### config.mk
export PLATFORM = sky130hd
export DESIGN_NAME = encoder_scan_ctrl_flat
export DESIGN_NICKNAME = d
export VERILOG_FILES = /design/src/rtl/encoder_scan_ctrl_if.sv /design/src/rtl/encoder_scan_ctrl.sv /design/src/flat_wrapper.sv
export SDC_FILE = /design/constraint.sdc
export NUM_CORES = 1
export LEC_CHECK = 0
export ABC_AREA = 1
export ABC_CLOCK_PERIOD_IN_PS = 2940
export BUFFER_PORTS_ARGS = -buffer_cell sky130_fd_sc_hd__clkbuf_2
export CAP_MARGIN = 15
export CORE_UTILIZATION = 35
export CTS_CLUSTER_DIAMETER = 60
export CTS_CLUSTER_SIZE = 30
export DETAILED_ROUTE_END_ITERATION = 12
export HOLD_SLACK_MARGIN = 0.03
export SLEW_MARGIN = 0
export SYNTH_ARGS = -nofsm -noshare
export SYNTH_HDL_FRONTEND = slang
export SYNTH_SLANG_ARGS = --single-unit
### constraint.sdc
create_clock -name clk -period 2.94 [get_ports clk]
set_input_delay 0 -clock clk [delete_from_list [all_inputs] [get_ports clk]]
set_output_delay 0 -clock clk [all_outputs]
set_load 0.05 [all_outputs]
### src/rtl/encoder_scan_ctrl_if.sv
// Encoder scan bus: raw encoder lines and scan control in, rpm result out.
// Pure wiring, no latency.
// Result side is valid/ready; rpm_valid holds until rpm_ready accepts it.
interface encoder_scan_ctrl_if #(
  parameter int N_CH = 4
);
  localparam int CH_W = $clog2(N_CH);

  logic [N_CH-1:0] enc;
  logic            enable;
  logic [N_CH-1:0] ch_mask;
  logic [31:0]     rpm_out;
  logic [CH_W-1:0] rpm_ch;
  logic            rpm_valid;
  logic            rpm_ready;
  logic            busy;

  // Host side: drives encoder lines, scan control and result acceptance.
  modport master (
    output enc, enable, ch_mask, rpm_ready,
    input  rpm_out, rpm_ch, rpm_valid, busy
  );

  // Scheduler side.
  modport slave (
    input  enc, enable, ch_mask, rpm_ready,
    output rpm_out, rpm_ch, rpm_valid, busy
  );
endinterface

### src/rtl/encoder_scan_ctrl.sv
// Round-robin rpm scheduler sharing one edge counter across N_CH encoder lines.
// Latency: 1 + SETTLE_CYCLES + GATE_CYCLES + 1 cycles from enable to first result.
// Backpressure: result held in OUTPUT while rpm_ready is low; no counting meanwhile.
module encoder_scan_ctrl #(
  parameter int N_CH          = 4,
  parameter int CLK_PERIOD    = 100,
  parameter int PPR           = 10,
  parameter int GATE_MS       = 100,
  parameter int SETTLE_CYCLES = 4
) (
  input  logic                 clk,
  input  logic                 rst,
  encoder_scan_ctrl_if.slave   bus
);

  localparam int          CH_W          = $clog2(N_CH);
  localparam longint      GATE_CYCLES_L = (longint'(GATE_MS) * longint'(1_000_000)) / longint'(CLK_PERIOD);
  localparam logic [31:0] GATE_CYCLES   = 32'(GATE_CYCLES_L);
  localparam logic [31:0] SETTLE_LEN    = 32'(SETTLE_CYCLES);
  localparam int          K             = 60_000 / (PPR * GATE_MS);
  localparam logic [31:0] K_W           = 32'(K);

  // Refuse to build with a non-integer rpm scale or degenerate timing.
  if ((60_000 % (PPR * GATE_MS)) != 0 || K == 0) begin : g_k_check
    $error("encoder_scan_ctrl: 60000/(PPR*GATE_MS) must be an exact non-zero integer");
  end
  if (SETTLE_CYCLES < 1 || GATE_CYCLES_L < 1 || N_CH < 2 || N_CH > 16) begin : g_param_check
    $error("encoder_scan_ctrl: SETTLE_CYCLES, GATE_CYCLES must be >= 1 and N_CH in 2..16");
  end

  typedef enum logic [2:0] {IDLE, SETTLE, GATE, CALC, OUTPUT} state_t;

  state_t          state, state_nxt;
  logic [N_CH-1:0] sync1, sync2;
  logic [CH_W-1:0] cur_ch, first_ch, next_ch, idx_w;
  logic [31:0]     timer;
  logic [23:0]     count;
  logic            prev;
  logic            sel_bit;
  logic            found;
  logic            go_on;
  logic [55:0]     prod;
  logic [31:0]     rpm_q;
  logic [CH_W-1:0] rpm_ch_q;

  assign sel_bit = sync2[cur_ch];
  assign go_on   = bus.enable && (|bus.ch_mask);

  // Two-flop synchronizer on every encoder line, always running.
  always_ff @(posedge clk or negedge rst) begin
    if (!rst) begin
      sync1 <= '0;
      sync2 <= '0;
    end else begin
      sync1 <= bus.enc;
      sync2 <= sync1;
    end
  end

  // Lowest set mask bit, used when starting a scan from IDLE.
  always_comb begin
    first_ch = '0;
    for (int i = N_CH - 1; i >= 0; i--) begin
      if (bus.ch_mask[i]) first_ch = CH_W'(i);
    end
  end

  // Next set mask bit above the current channel, wrapping; a lone bit reselects itself.
  always_comb begin
    next_ch = cur_ch;
    found   = 1'b0;
    idx_w   = '0;
    for (int i = 1; i <= N_CH; i++) begin
      idx_w = CH_W'((int'(cur_ch) + i) % N_CH);
      if (!found && bus.ch_mask[idx_w]) begin
        next_ch = idx_w;
        found   = 1'b1;
      end
    end
  end

  // count*K, saturated to 32 bits.
  always_comb begin
    prod = 56'(count) * 56'(K_W);
  end

  // State register.
  always_ff @(posedge clk or negedge rst) begin
    if (!rst) state <= IDLE;
    else      state <= state_nxt;
  end

  // Next-state logic; enable and mask are only consulted in IDLE and at handshake.
  always_comb begin
    state_nxt = state;
    case (state)
      IDLE:    if (go_on) state_nxt = SETTLE;
      SETTLE:  if (timer == '0) state_nxt = GATE;
      GATE:    if (timer == '0) state_nxt = CALC;
      CALC:    state_nxt = OUTPUT;
      OUTPUT:  if (bus.rpm_ready) state_nxt = go_on ? SETTLE : IDLE;
      default: state_nxt = IDLE;
    endcase
  end

  // Outputs decoded from state plus the held result registers.
  always_comb begin
    bus.busy      = (state != IDLE);
    bus.rpm_valid = (state == OUTPUT);
    bus.rpm_out   = rpm_q;
    bus.rpm_ch    = rpm_ch_q;
  end

  // Measurement datapath: channel select, phase timer, edge counter, result capture.
  always_ff @(posedge clk or negedge rst) begin
    if (!rst) begin
      cur_ch   <= '0;
      timer    <= '0;
      count    <= '0;
      prev     <= 1'b0;
      rpm_q    <= '0;
      rpm_ch_q <= '0;
    end else begin
      case (state)
        IDLE: begin
          if (go_on) begin
            cur_ch <= first_ch;
            count  <= '0;
            timer  <= SETTLE_LEN - 32'd1;
          end
        end
        SETTLE: begin
          // Track the line so a level already high is not taken as an edge.
          prev <= sel_bit;
          if (timer == '0) timer <= GATE_CYCLES - 32'd1;
          else             timer <= timer - 32'd1;
        end
        GATE: begin
          prev <= sel_bit;
          if (sel_bit && !prev && (count != '1)) count <= count + 24'd1;
          if (timer != '0) timer <= timer - 32'd1;
        end
        CALC: begin
          rpm_q    <= (|prod[55:32]) ? 32'hFFFF_FFFF : prod[31:0];
          rpm_ch_q <= cur_ch;
        end
        OUTPUT: begin
          if (bus.rpm_ready && go_on) begin
            cur_ch <= next_ch;
            count  <= '0;
            timer  <= SETTLE_LEN - 32'd1;
          end
        end
        default: ;
      endcase
    end
  end

endmodule

### src/flat_wrapper.sv
// flat-port wrapper written by rule: the top's interface ports become plain ports
module encoder_scan_ctrl_flat 
#(
  parameter int N_CH          = 4,
  parameter int CLK_PERIOD    = 100,
  parameter int PPR           = 10,
  parameter int GATE_MS       = 100,
  parameter int SETTLE_CYCLES = 4
)
  (clk, rst, bus_enc, bus_enable, bus_ch_mask, bus_rpm_ready, bus_rpm_out, bus_rpm_ch, bus_rpm_valid, bus_busy);
  encoder_scan_ctrl_if #(.N_CH(N_CH)) bus_i ();
  input  logic clk;
  input  logic rst;
  input wire logic [$bits(bus_i.enc)-1:0] bus_enc;
  input wire logic [$bits(bus_i.enable)-1:0] bus_enable;
  input wire logic [$bits(bus_i.ch_mask)-1:0] bus_ch_mask;
  input wire logic [$bits(bus_i.rpm_ready)-1:0] bus_rpm_ready;
  output wire logic [$bits(bus_i.rpm_out)-1:0] bus_rpm_out;
  output wire logic [$bits(bus_i.rpm_ch)-1:0] bus_rpm_ch;
  output wire logic [$bits(bus_i.rpm_valid)-1:0] bus_rpm_valid;
  output wire logic [$bits(bus_i.busy)-1:0] bus_busy;
  assign bus_i.enc = bus_enc;
  assign bus_i.enable = bus_enable;
  assign bus_i.ch_mask = bus_ch_mask;
  assign bus_i.rpm_ready = bus_rpm_ready;
  assign bus_rpm_out = bus_i.rpm_out;
  assign bus_rpm_ch = bus_i.rpm_ch;
  assign bus_rpm_valid = bus_i.rpm_valid;
  assign bus_busy = bus_i.busy;
  encoder_scan_ctrl #(.N_CH(N_CH), .CLK_PERIOD(CLK_PERIOD), .PPR(PPR), .GATE_MS(GATE_MS), .SETTLE_CYCLES(SETTLE_CYCLES)) u_core (.clk(clk), .rst(rst), .bus(bus_i));
endmodule
**Word-level counts from Yosys, hierarchy flattened**

Index checks and enable logic that the tools add are counted.

- Flip-flop bits (word level): 100
- Input port bits: 12
- Word-level logic and storage cells: 97
- Output and inout bits: 36

- $lt $le $gt $ge: 5
- Reduce and logical (&&, ||, !) cells: 24
- Mux-type cells: 39
- Add/sub/neg operators: 6
- Multiply operators: 1
- Equality and inequality tests: 13

Operator list:

| kind | count |
|---|---|
| $mux 32 | 4 |
| $pmux 32 s4 | 1 |
| $mux 24 | 3 |
| $pmux 24 s3 | 1 |
| $logic_not 32->1 | 1 |
| $reduce_bool 32->1 | 1 |
| $sub 32x1->32 const B | 1 |
| $mul 24x4->28 const B | 1 |
| $add 24x1->24 const B | 1 |
| $ne 24x24->1 const B | 1 |
| $mux 2 | 10 |
| $reduce_and 4->1 | 4 |
| $lt 2x3->1 const B | 5 |
| $pmux 3 s5 | 1 |
| $mux 3 | 4 |
| $ne 2x1->1 const B | 6 |
| $bmux 1 s2 | 5 |
| $mux 1 | 9 |
| $logic_and 1x1->1 | 7 |
| $eq 3x2->1 const B | 2 |
| $reduce_bool 3->1 | 2 |
| $ne 5x1->1 const B | 1 |
| $add 2x1->2 const B | 2 |
| $add 2x2->2 const B | 2 |
| other kinds (10) | 13 |

**Logic depth before layout (Yosys ltp)**

Gate-level depths: netlist of run 1.

- Depth in word-level cells: 15
- Depth in mapped cells: 16

**Worst setup path after synthesis of run 1**

Ideal clock, no wire load.

- Path type: register to register
- Start point: register u_core.count[7]
- End point: register u_core.rpm_q[15], in the netlist u_core.bus.rpm_out[15]
- Stages on the path, launching flop included: 15
- Data required time: 2.822 ns
- Arrival: 2.863 ns
- Setup time: 0.118 ns
- Clock period less this slack: 2.981 ns
- Path slack: -0.041 ns
- Cells stage by stage: dfrtp_1 -> inv_1 -> fa_1 -> fa_1 -> inv_1 -> ha_1 -> nand2_1 -> inv_1 -> a21oi_1 -> nand2_1 -> inv_1 -> o21ai_0 -> or2_2 -> nand3_1 -> nand2_1

- Word-level cells in the longest chain between the ends: 1

RTL lines:

| what | line | text |
|---|---|---|
| start, declared | encoder_scan_ctrl.sv:37 | `logic [23:0] count;` |
| start signal, assigned | encoder_scan_ctrl.sv:140 | `if (sel_bit && !prev && (count != '1)) count <= count + 24'd1;` |
| $mul 24x4->28 | encoder_scan_ctrl.sv:84 | `prod = 56'(count) * 56'(K_W);` |
| end signal, assigned | encoder_scan_ctrl.sv:144 | `rpm_q <= (\|prod[55:32]) ? 32'hFFFF_FFFF : prod[31:0];` |
| end, declared | encoder_scan_ctrl.sv:43 | `logic [31:0] rpm_q;` |

No other way between the ends.
A chain may end at the register's enable or synchronous reset.

**Worst setup path after layout of run 1**

- Start point: register u_core.count[11]
- End point: register u_core.rpm_q[22], in the netlist u_core.bus.rpm_out[22]

The elaborated chain is that of the path after synthesis.

==> results of run 1 <==
[final cells by class]
class                      count  area, sq um  share of cell area [%]
clock buffer                   9          225                    1.97
sequential                   100         2500                    21.9
clock inverter                 7         76.3                   0.667
tap                          330          413                    3.61
timing repair buffer         178         1290                    11.3
multi-input combinational    941         6230                    54.4
inverter                     187          707                    6.17
[through the flow]
stage                     total power [mW]  cell area, sq um  std cells
after global placement                6.66             10200       1704
final                                 7.98             11400       1752
after global routing                  8.68             11400       1752
after CTS                             8.02             10900       1739
after floorplan                       5.85              9020       1254
after detailed placement              6.70             10200       1704
[critical path, cell delays in order (launching register included)]
cell,delay (ns)
dfrtp_1,0.40
buf_6,0.14
fa_1,0.57
fa_1,0.47
ha_4,0.32
nand2_4,0.07
nor2_4,0.12
inv_2,0.06
nor3_4,0.24
nand3b_1,0.21
nand3_1,0.11
nand2_1,0.07
nand3_2,0.07
nand2_1,0.06
[flip-flops by register name, indices dropped and copies added, names as in the netlist]
signal and cells:
u_core.sync1 4, u_core.bus.rpm_out 28, u_core.timer 32, u_core.cur_ch 2, u_core.count 24, u_core.bus.rpm_ch 2, u_core.sync2 4, u_core.state 3
u_core.prev 1
[cell usage after synthesis, types with 5 or more instances]
cell	instances	area, sq um
inv_2	18	67.6
o21ai_1	25	125
clkbuf_1	10	37.5
nor2_1	108	405
nor2_4	7	78.8
o21ai_2	20	175
nand2_1	353	1330
nand3_1	107	536
xor2_1	11	96.3
dfrtp_1	100	2500
nand4_1	25	156
inv_1	168	631
fa_1	45	901
xnor2_1	6	52.6
nor3_1	18	90.1
nor2_2	10	62.6
o21ai_0	41	205
nand2_2	24	150
a21oi_1	36	180
or2_2	5	31.3
buf_4	8	60.1
o21bai_1	8	60.1
ha_1	55	688
[routing by layer]
layer  GRT usage, %  routed length, microns
met5              0                       0
met4           6.09                     669
met3           2.19                     837
met2           33.5                   12200
met1           24.0                   11100
[power by group]
group          total, mW  switching, mW  internal, mW
logic               4.71           3.37          1.35
registers           1.99          0.325          1.67
clock network       1.28          0.668         0.609
total               7.98           4.36          3.62
[path summary, 6_finish.rpt]
check	start	end	slack, ns	cells past startpoint
max	u_core.count[11]	u_core.bus.rpm_out[22]	-0.08	13
min	bus_ch_mask[3]	u_core.cur_ch[1]	0.04	5
max reg2reg	u_core.count[11]	u_core.bus.rpm_out[22]	-0.08	13
min reg2reg	u_core.sync1[2]	u_core.sync2[2]	0.35	0
max in group asynchronous	rst	u_core.timer[18]	1.82	3
min in group asynchronous	rst	u_core.bus.rpm_out[9]	0.30	2
[logic make-up (layout without fill, tap and decap cells)]
logic type	Yosys count	after routing	share of synthesized area, %
flip-flops	100	100	27.8
adder cells (fa/ha/maj)	100	100	17.6
AO/OA/AOI/OAI	145	145	9.53
buffers and inverters	213	381	10.0
AND/OR/NAND/NOR	675	675	33.3
other	1	4	0.0416
XOR/XNOR	17	17	1.65
[placed cells by master, fill, tap and decap left out, types with 35 or more instances in the layout]
cell type,synthesis,final
nand2_1,353,309
inv_1,168,139
buf_4,8,120
nand3_1,107,103
dfrtp_1,100,99
nor2_1,108,89
nand2_2,24,63
inv_2,18,46
fa_1,45,44
clkbuf_2,0,42
ha_1,55,35
[what timing repair did]
| item | in CTS | in global routing |
|---|---|---|
| endpoints found under the hold margin | 72 | 0 |
| endpoints found under the setup margin | 20 | 20 |
| setup buffers | 11 | 13 |
| pin swaps | 12 | 42 |
| hold buffers | 8 | 0 |
| resized for setup | 50 | 128 |
==> summary.md, run 1 <==
| Metric | Value |
|---|---|
| Pleak | `5.80 nW` |
| Vias in the first global route | `8108` |
| Min-delay worst type | `input port to flop` |
| Die W | `162 microns` |
| Final hold vios | `0` |
| Initial Utilization | `35.8%` |
| Gp weighted congestion | `0.945` |
| Initial DRT Pass Iterations | `5` |
| Skew final | `0.00612 ns` |
| CTS tree | `yes` |
| Drt wl/cell | `14.2 microns` |
| Least-Margin Pin Slew | `0.903 ns` |
| Clk_lat worst skew | `0.36 ns` |
| Gate Count Post-Synth | `1251` |
| DR vias/cell | `4.82` |
| Crit end category | `flop` |
| Total clock sinks | `100` |
| Post-synthesis sequential area ratio | `27.8%` |
| Final Core Density | `45.5%` |
| Post-route DRC violation count | `0` |
| Critical path arrival | `3.28 ns` |
| Final setup vio count | `3` |
| RSZ-0062 raised after global routing | `yes` |
| Worst-path clk slew | `0.08 ns` |
| First-pass GRT wire length | `40000 microns` |
| Post-Syn Area | `9010 sq um` |
| Initial antenna violation count | `0` |
| Top_reg_cell synth | `dfrtp_1` |
| Core Footprint | `25200 sq um` |
| Clock buffer depth | `2` |
| Unique masters post-synth | `47` |
| Layout cells sized above 1 | `29.9%` |
| Nets@finish | `1529` |
| Total Wirelength | `24800 microns` |
| Period utilisation layout | `103%` |
| EDFF count, synth | `0` |
| Mean Syn Cell Area | `7.20 sq um` |
| PortBufs | `43` |
| Register bit total from synthesis | `100` |
| Crit-path max FO | `5` |
| CP Launch Type | `flop` |
| Failing checks | `setup timing` |
| Fin Setup TNS | `-0.153 ns` |
| WHS | `0.0370 ns` |
| Die area | `26400 sq um` |
| DRT iter0 DRCs | `447` |
| CP Class | `flop to flop` |
| Worst path required time | `3.20 ns` |
| P per Cell Area | `697 nW/um^2` |
| Gr ovfl total | `0` |
| FMAX | `331 MHz` |
| TritonCTS Buffers | `9` |
| DP HPWL | `18800 microns` |
| I/O Pins | `48` |
| # rows | `58` |
| Clock Tree Root | `clkbuf_16` |
| Pre-CTS setup slack | `-0.480 ns` |
| Vias | `8451` |
| Status | `finished, violations left` |
| Ys async rst share | `100%` |
| Pins Over Slew Limit | `0` |
| Number of fill cells | `2478` |
| Ys Warns | `0` |
| DRT antenna net count | `0` |
| Largest net degree at the start of global routing | `68` |
| Slew Limit Headroom | `39.8%` |
| Peak VDD IR | `0.778 mV` |
| Period minus WS final | `3.02 ns` |
| Die Ht | `162 microns` |
| Max-Cap Viols | `0` |
| H-tree depth | `3` |
| Gr usage total | `19.0%` |
| Area grow syn2layout | `27.1%` |
| Setup ws final | `-0.0795 ns` |
| Number of antenna diodes | `0` |
(Power assumes the default switching activity.)
==> run 2, diff against run 1 <==
--- a/config.mk
+++ b/config.mk
@@ -13,6 +13,7 @@
 export CTS_CLUSTER_DIAMETER = 60
 export CTS_CLUSTER_SIZE = 30
 export DETAILED_ROUTE_END_ITERATION = 12
+export GPL_TIMING_DRIVEN = 0
 export HOLD_SLACK_MARGIN = 0.03
 export SLEW_MARGIN = 0
 export SYNTH_ARGS = -nofsm -noshare
==> summary.md, run 2 (synthesis results as in run 1) <==
| Metric | Value |
|---|---|
| Hold depth | `5` |
| Period utilisation layout | `99.7%` |
| Nets@finish | `1483` |
| Vias in the first global route | `8138` |
| H-tree depth | `3` |
| P per Cell Area | `746 nW/um^2` |
| Clock buffer depth | `2` |
| Worst path required time | `3.19 ns` |
| Post-DP Area | `9650 sq um` |
| Final setup vio count | `0` |
| Period minus WS final | `2.93 ns` |
| DR vias/cell | `4.87` |
| Initial antenna violation count | `0` |
| Gr ovfl total | `0` |
| FMAX | `341 MHz` |
| CP Class | `flop to flop` |
| Largest net degree at the start of global routing | `101` |
| Hold path start | `bus_enable` |
| Clock Tree Root | `clkbuf_16` |
| DRT antenna net count | `0` |
| Total Wirelength | `24300 microns` |
| First-pass GRT wire length | `40200 microns` |
| Crit end category | `flop` |
| Crit Reg-Reg Startpoint | `u_core.count[11]` |
| Peak VDD IR | `0.534 mV` |
| Status | `completed` |
| Fin cells | `1706` |
| Drt wl/cell | `14.3 microns` |
| Least-Margin Pin Slew | `0.945 ns` |
| Final hold vios | `0` |
| Reg-to-Reg End | `u_core.bus.rpm_out[26]` |
| Core Footprint | `25200 sq um` |
| WHS Endpoint | `u_core.state[0]` |
| R2r worst-path depth | `14` |
| Skew final | `0.0161 ns` |
| Max-Cap Viols | `0` |
| Gp weighted congestion | `0.921` |
| Clk_lat worst skew | `0.36 ns` |
| Gr usage total | `19.0%` |
| Worst-path clk slew | `0.09 ns` |
| Total clock sinks | `100` |
| Area grow syn2layout | `24.7%` |
| Post-route DRC violation count | `0` |
| Min-delay worst type | `input port to flop` |
| RSZ-0062 raised after global routing | `yes` |
| Number of fill cells | `2430` |
| CP Launch Type | `flop` |
| Critical path arrival | `3.18 ns` |
| Number of antenna diodes | `0` |
| Initial DRT Pass Iterations | `5` |
| Max reg flops | `32` |
| CTS tree | `yes` |
| Die W | `162 microns` |
| Commonest non-fill, non-tap cells in the layout | `318 x nand2_1, 137 x inv_1, 104 x nand3_1` |
| I/O Pins | `48` |
| Slew Limit Headroom | `37.0%` |
| Post-route cell area | `11200 sq um` |
| DRT iter0 DRCs | `445` |
| Vias | `8313` |
| Setup slack, reg-to-reg | `0.009 ns` |
| TritonCTS Buffers | `9` |
| Most flops, register | `u_core.timer` |
| Pleak | `5.58 nW` |
| PortBufs | `43` |
| Initial Utilization | `35.8%` |
| # rows | `58` |
| Die area | `26400 sq um` |
| Most common cell after layout, fill and taps aside | `nand2_1` |
| Crit-path max FO | `5` |
| Layout cells sized above 1 | `27.7%` |
| Placed cell count | `1627` |
| DP HPWL | `18100 microns` |
| Pins Over Slew Limit | `0` |
| Die Ht | `162 microns` |
-- run 2: what timing repair did --
item,CTS,global route
hold buffers,9,0
endpoints found under the setup margin,21,19
gates cloned,0,0
setup buffers,27,27
resized for setup,105,118
pin swaps,8,55
hold endpoints to repair,107,0
-- run 2: final cells by class --
cell class,instances,area [sq um],area share [%]
Multi-Input combinational cell,941,6280,55.9
Clock inverter,7,93.8,0.835
Inverter,187,757,6.74
Clock buffer,9,225,2.01
Buffer,26,196,1.75
Sequential cell,100,2530,22.5
Timing Repair Buffer,106,743,6.62
Tap cell,330,413,3.68
-- run 2: routing by layer --
| metal | vias to the layer above | share of wire, % | GRT usage (%) |
|---|---|---|---|
| li1 | 4214 | - | - |
| met1 | 3866 | 44 | 23.7 |
| met2 | 186 | 50 | 33.7 |
| met3 | 47 | 3.2 | 2.52 |
| met4 | 0 | 2.5 | 6.43 |
| met5 | - | 0 | 0 |
-- run 2: where the power goes --
group          switching (mW)  total [mW]  internal (mW)  leakage, nW
Combinational            3.53        5.10           1.56         4.11
Sequential              0.296        1.96           1.67         1.32
Clock                   0.633        1.32          0.686        0.153
Total                    4.46        8.38           3.92         5.58
-- run 2: how the worst max path moves through the flow --
| stage | from | to | slack, ns | depth (start not counted) |
|---|---|---|---|---|
| floorplan | u_core.count[2] | u_core.bus.rpm_out[15] | 0.006 | 14 |
| global placement | u_core.count[12] | u_core.bus.rpm_out[22] | -0.44 | 14 |
| detailed placement | u_core.count[12] | u_core.bus.rpm_out[22] | -0.46 | 14 |
| CTS | u_core.count[14] | u_core.bus.rpm_out[22] | -0.01 | 14 |
| global route | u_core.count[12] | u_core.bus.rpm_out[26] | -0.12 | 14 |
| finish | u_core.count[11] | u_core.bus.rpm_out[26] | 0.009 | 14 |
-- run 2: stage by stage --
step                      hold WS [ns]  setup WS, ns  TNS [ns]  power (mW)  utilization [%]
after global routing            0.0847        -0.119    -0.754        9.11             44.6
final                           0.0536       0.00872         0        8.38             44.6
after detailed placement         0.111        -0.458     -5.58        7.07             38.3
after CTS                       0.0518       -0.0142   -0.0225        8.43             42.2
after floorplan                 -0.296       0.00551         0        5.85                -
after global placement           0.109        -0.437     -5.18        7.04             38.3
-- run 2: worst max-delay path: stages (launching register included) --
cell,delay [ns]
dfrtp_2,0.45
inv_4,0.09
fa_1,0.43
fa_1,0.52
inv_1,0.07
ha_4,0.32
nand2_2,0.11
o21ai_0,0.25
inv_1,0.10
nand2_1,0.11
nand2_1,0.09
nand3_1,0.08
nand2_1,0.05
nand3_1,0.09
nand2_1,0.06
==> run 3, diff against run 2 <==
--- a/config.mk
+++ b/config.mk
@@ -7,12 +7,13 @@
 export LEC_CHECK = 0
 export ABC_AREA = 1
 export ABC_CLOCK_PERIOD_IN_PS = 2940
-export BUFFER_PORTS_ARGS = -buffer_cell sky130_fd_sc_hd__clkbuf_2
 export CAP_MARGIN = 15
-export CORE_UTILIZATION = 35
+export CORE_MARGIN = 3
+export CORE_UTILIZATION = 40
 export CTS_CLUSTER_DIAMETER = 60
 export CTS_CLUSTER_SIZE = 30
 export DETAILED_ROUTE_END_ITERATION = 12
+export DONT_BUFFER_PORTS = 1
 export GPL_TIMING_DRIVEN = 0
 export HOLD_SLACK_MARGIN = 0.03
 export SLEW_MARGIN = 0
==> summary.md, run 3 (synthesis results as in run 1) <==
| Metric | Value |
|---|---|
| Pleak | `5.47 nW` |
| CP Launch Type | `flop` |
| Skew final | `0.0139 ns` |
| Gp weighted congestion | `0.965` |
| Total Wirelength | `24600 microns` |
| Final Core Density | `50.2%` |
| RSZ-0062 raised after global routing | `yes` |
| Hold depth | `6` |
| Layout cells sized above 1 | `25.5%` |
| Pre-CTS setup slack | `-0.402 ns` |
| WHS | `0.131 ns` |
| Placed cell count | `1534` |
| Pins Over Slew Limit | `0` |
| Clock buffer depth | `2` |
| Least-Margin Pin Slew | `0.649 ns` |
| Period minus WS final | `2.90 ns` |
| Period utilisation layout | `98.7%` |
| Slew Limit Headroom | `56.5%` |
| Vias in the first global route | `7788` |
| Vias | `8228` |
| Status | `completed` |
| CTS tree | `yes` |
| I/O Pins | `48` |
| Power, Total | `8.32 mW` |
| WP buf/inv | `3` |
| R2r worst-path depth | `14` |
| H-tree depth | `3` |
| Critical path arrival | `3.16 ns` |
| # rows | `54` |
| Largest net degree at the start of global routing | `101` |
| DR vias/cell | `5.08` |
| CP max stage delay | `0.53 ns` |
| Critical Path, Cell by Cell | `inv_4, fa_1, inv_1, fa_1, ha_4, nand2_4, nor2_4, inv_2, nor3_4, nand3b_1, nand3_1, nand2_1, nand3_2, nand2_1` |
| Most flops, register | `u_core.timer` |
| Most common cell after layout, fill and taps aside | `nand2_1` |
| Crit-path max FO | `4` |
| Crit path max-delay family | `adder cells` |
| First-pass GRT wire length | `39600 microns` |
| Post-route DRC violation count | `0` |
| Crit end category | `flop` |
| Die Ht | `156 microns` |
| Die W | `156 microns` |
| Final setup vio count | `0` |
| Number of fill cells | `2063` |
| Max reg flops | `32` |
| DRT iter0 DRCs | `640` |
| Die area | `24400 sq um` |
| Stages on worst setup path | `14` |
| FMAX | `344 MHz` |
| Clk_lat worst skew | `0.37 ns` |
| Number of antenna diodes | `0` |
| Nets@finish | `1446` |
| Post-route cell area | `11000 sq um` |
| Min-delay worst type | `input port to flop` |
| Fin Setup TNS | `0 ns` |
| Post-DP Area | `9370 sq um` |
| P per Cell Area | `754 nW/um^2` |
| Gr ovfl total | `0` |
| Fin cells | `1619` |
| DP HPWL | `18000 microns` |
| PortBufs | `0` |
| Initial DRT Pass Iterations | `5` |
| Gr usage total | `20.1%` |
| Clock Tree Root | `clkbuf_16` |
| DRT antenna net count | `0` |
| TritonCTS Buffers | `9` |
| Drt wl/cell | `15.2 microns` |
| Setup ws final | `0.0369 ns` |
| Max-Cap Viols | `0` |
| Worst-path clk slew | `0.08 ns` |
| Core Footprint | `22000 sq um` |
| Worst path required time | `3.20 ns` |
| Highest-delay cell along the critical path | `fa_1` |
| Final hold vios | `0` |
| Initial Utilization | `41.0%` |
| Initial antenna violation count | `0` |
| CP Class | `flop to flop` |
| Area grow syn2layout | `22.4%` |
| Peak VDD IR | `0.514 mV` |
| Commonest non-fill, non-tap cells in the layout | `315 x nand2_1, 141 x inv_1, 103 x nand3_1` |
| Total clock sinks | `100` |
## run 3: cell types whose count changed in the layout (fill, tap and decap cells not counted), sizes merged
cell / change
clkbuf: -43
dlygate4sd3: +3
clkinv: +1
buf: +3
bufinv: -1
## run 3: what timing repair did
item                                    CTS  global route
hold buffers                             13             0
setup buffers                            29            27
resized for setup                       102           123
endpoints found under the hold margin   109             0
cloned                                    0             0
pin swaps                                 4            57
endpoints found under the setup margin   21            18
## run 3: routing by layer
metal | part of all wire, % | wire length [microns] | track usage (%)
met4 | 2.1 | 527 | 6.64
met2 | 45 | 11200 | 31.9
met1 | 48 | 11800 | 29.0
met5 | 0 | 0 | 0
met3 | 4.2 | 1040 | 1.72
## run 3: tightest hold or removal path, cell delays in order
cell and delay, ns:
nor2_1 0.04, nand3_1 0.08, nand3_1 0.10, nand2_1 0.07
inv_1 0.05, o22ai_1 0.11
## run 3: final cells by class
type	instances	area, sq um	area share, %
multi-input combinational	941	6320	57.3
sequential	100	2530	22.9
inverter	187	759	6.89
timing repair buffer	69	572	5.19
tap	280	350	3.18
clock buffer	9	225	2.04
buffer	26	196	1.78
clock inverter	7	75.1	0.681
## run 3: path summary, 6_finish.rpt
kind | startpoint | to | slack (ns)
max | u_core.count[10] | u_core.bus.rpm_out[22] | 0.04
min | bus_ch_mask[1] | u_core.state[0] | 0.13
max reg2reg | u_core.count[10] | u_core.bus.rpm_out[22] | 0.04
min reg2reg | u_core.sync1[1] | u_core.sync2[1] | 0.36
max in group asynchronous | rst | u_core.count[10] | 2.29
min in group asynchronous | rst | u_core.cur_ch[1] | 0.20
## run 3: power by group
group | total, mW | switching, mW | internal, mW | leakage [nW]
combinational | 4.84 | 3.31 | 1.54 | 4.01
clock | 1.24 | 0.637 | 0.606 | 0.145
sequential | 2.23 | 0.564 | 1.66 | 1.31
total | 8.32 | 4.51 | 3.81 | 5.47
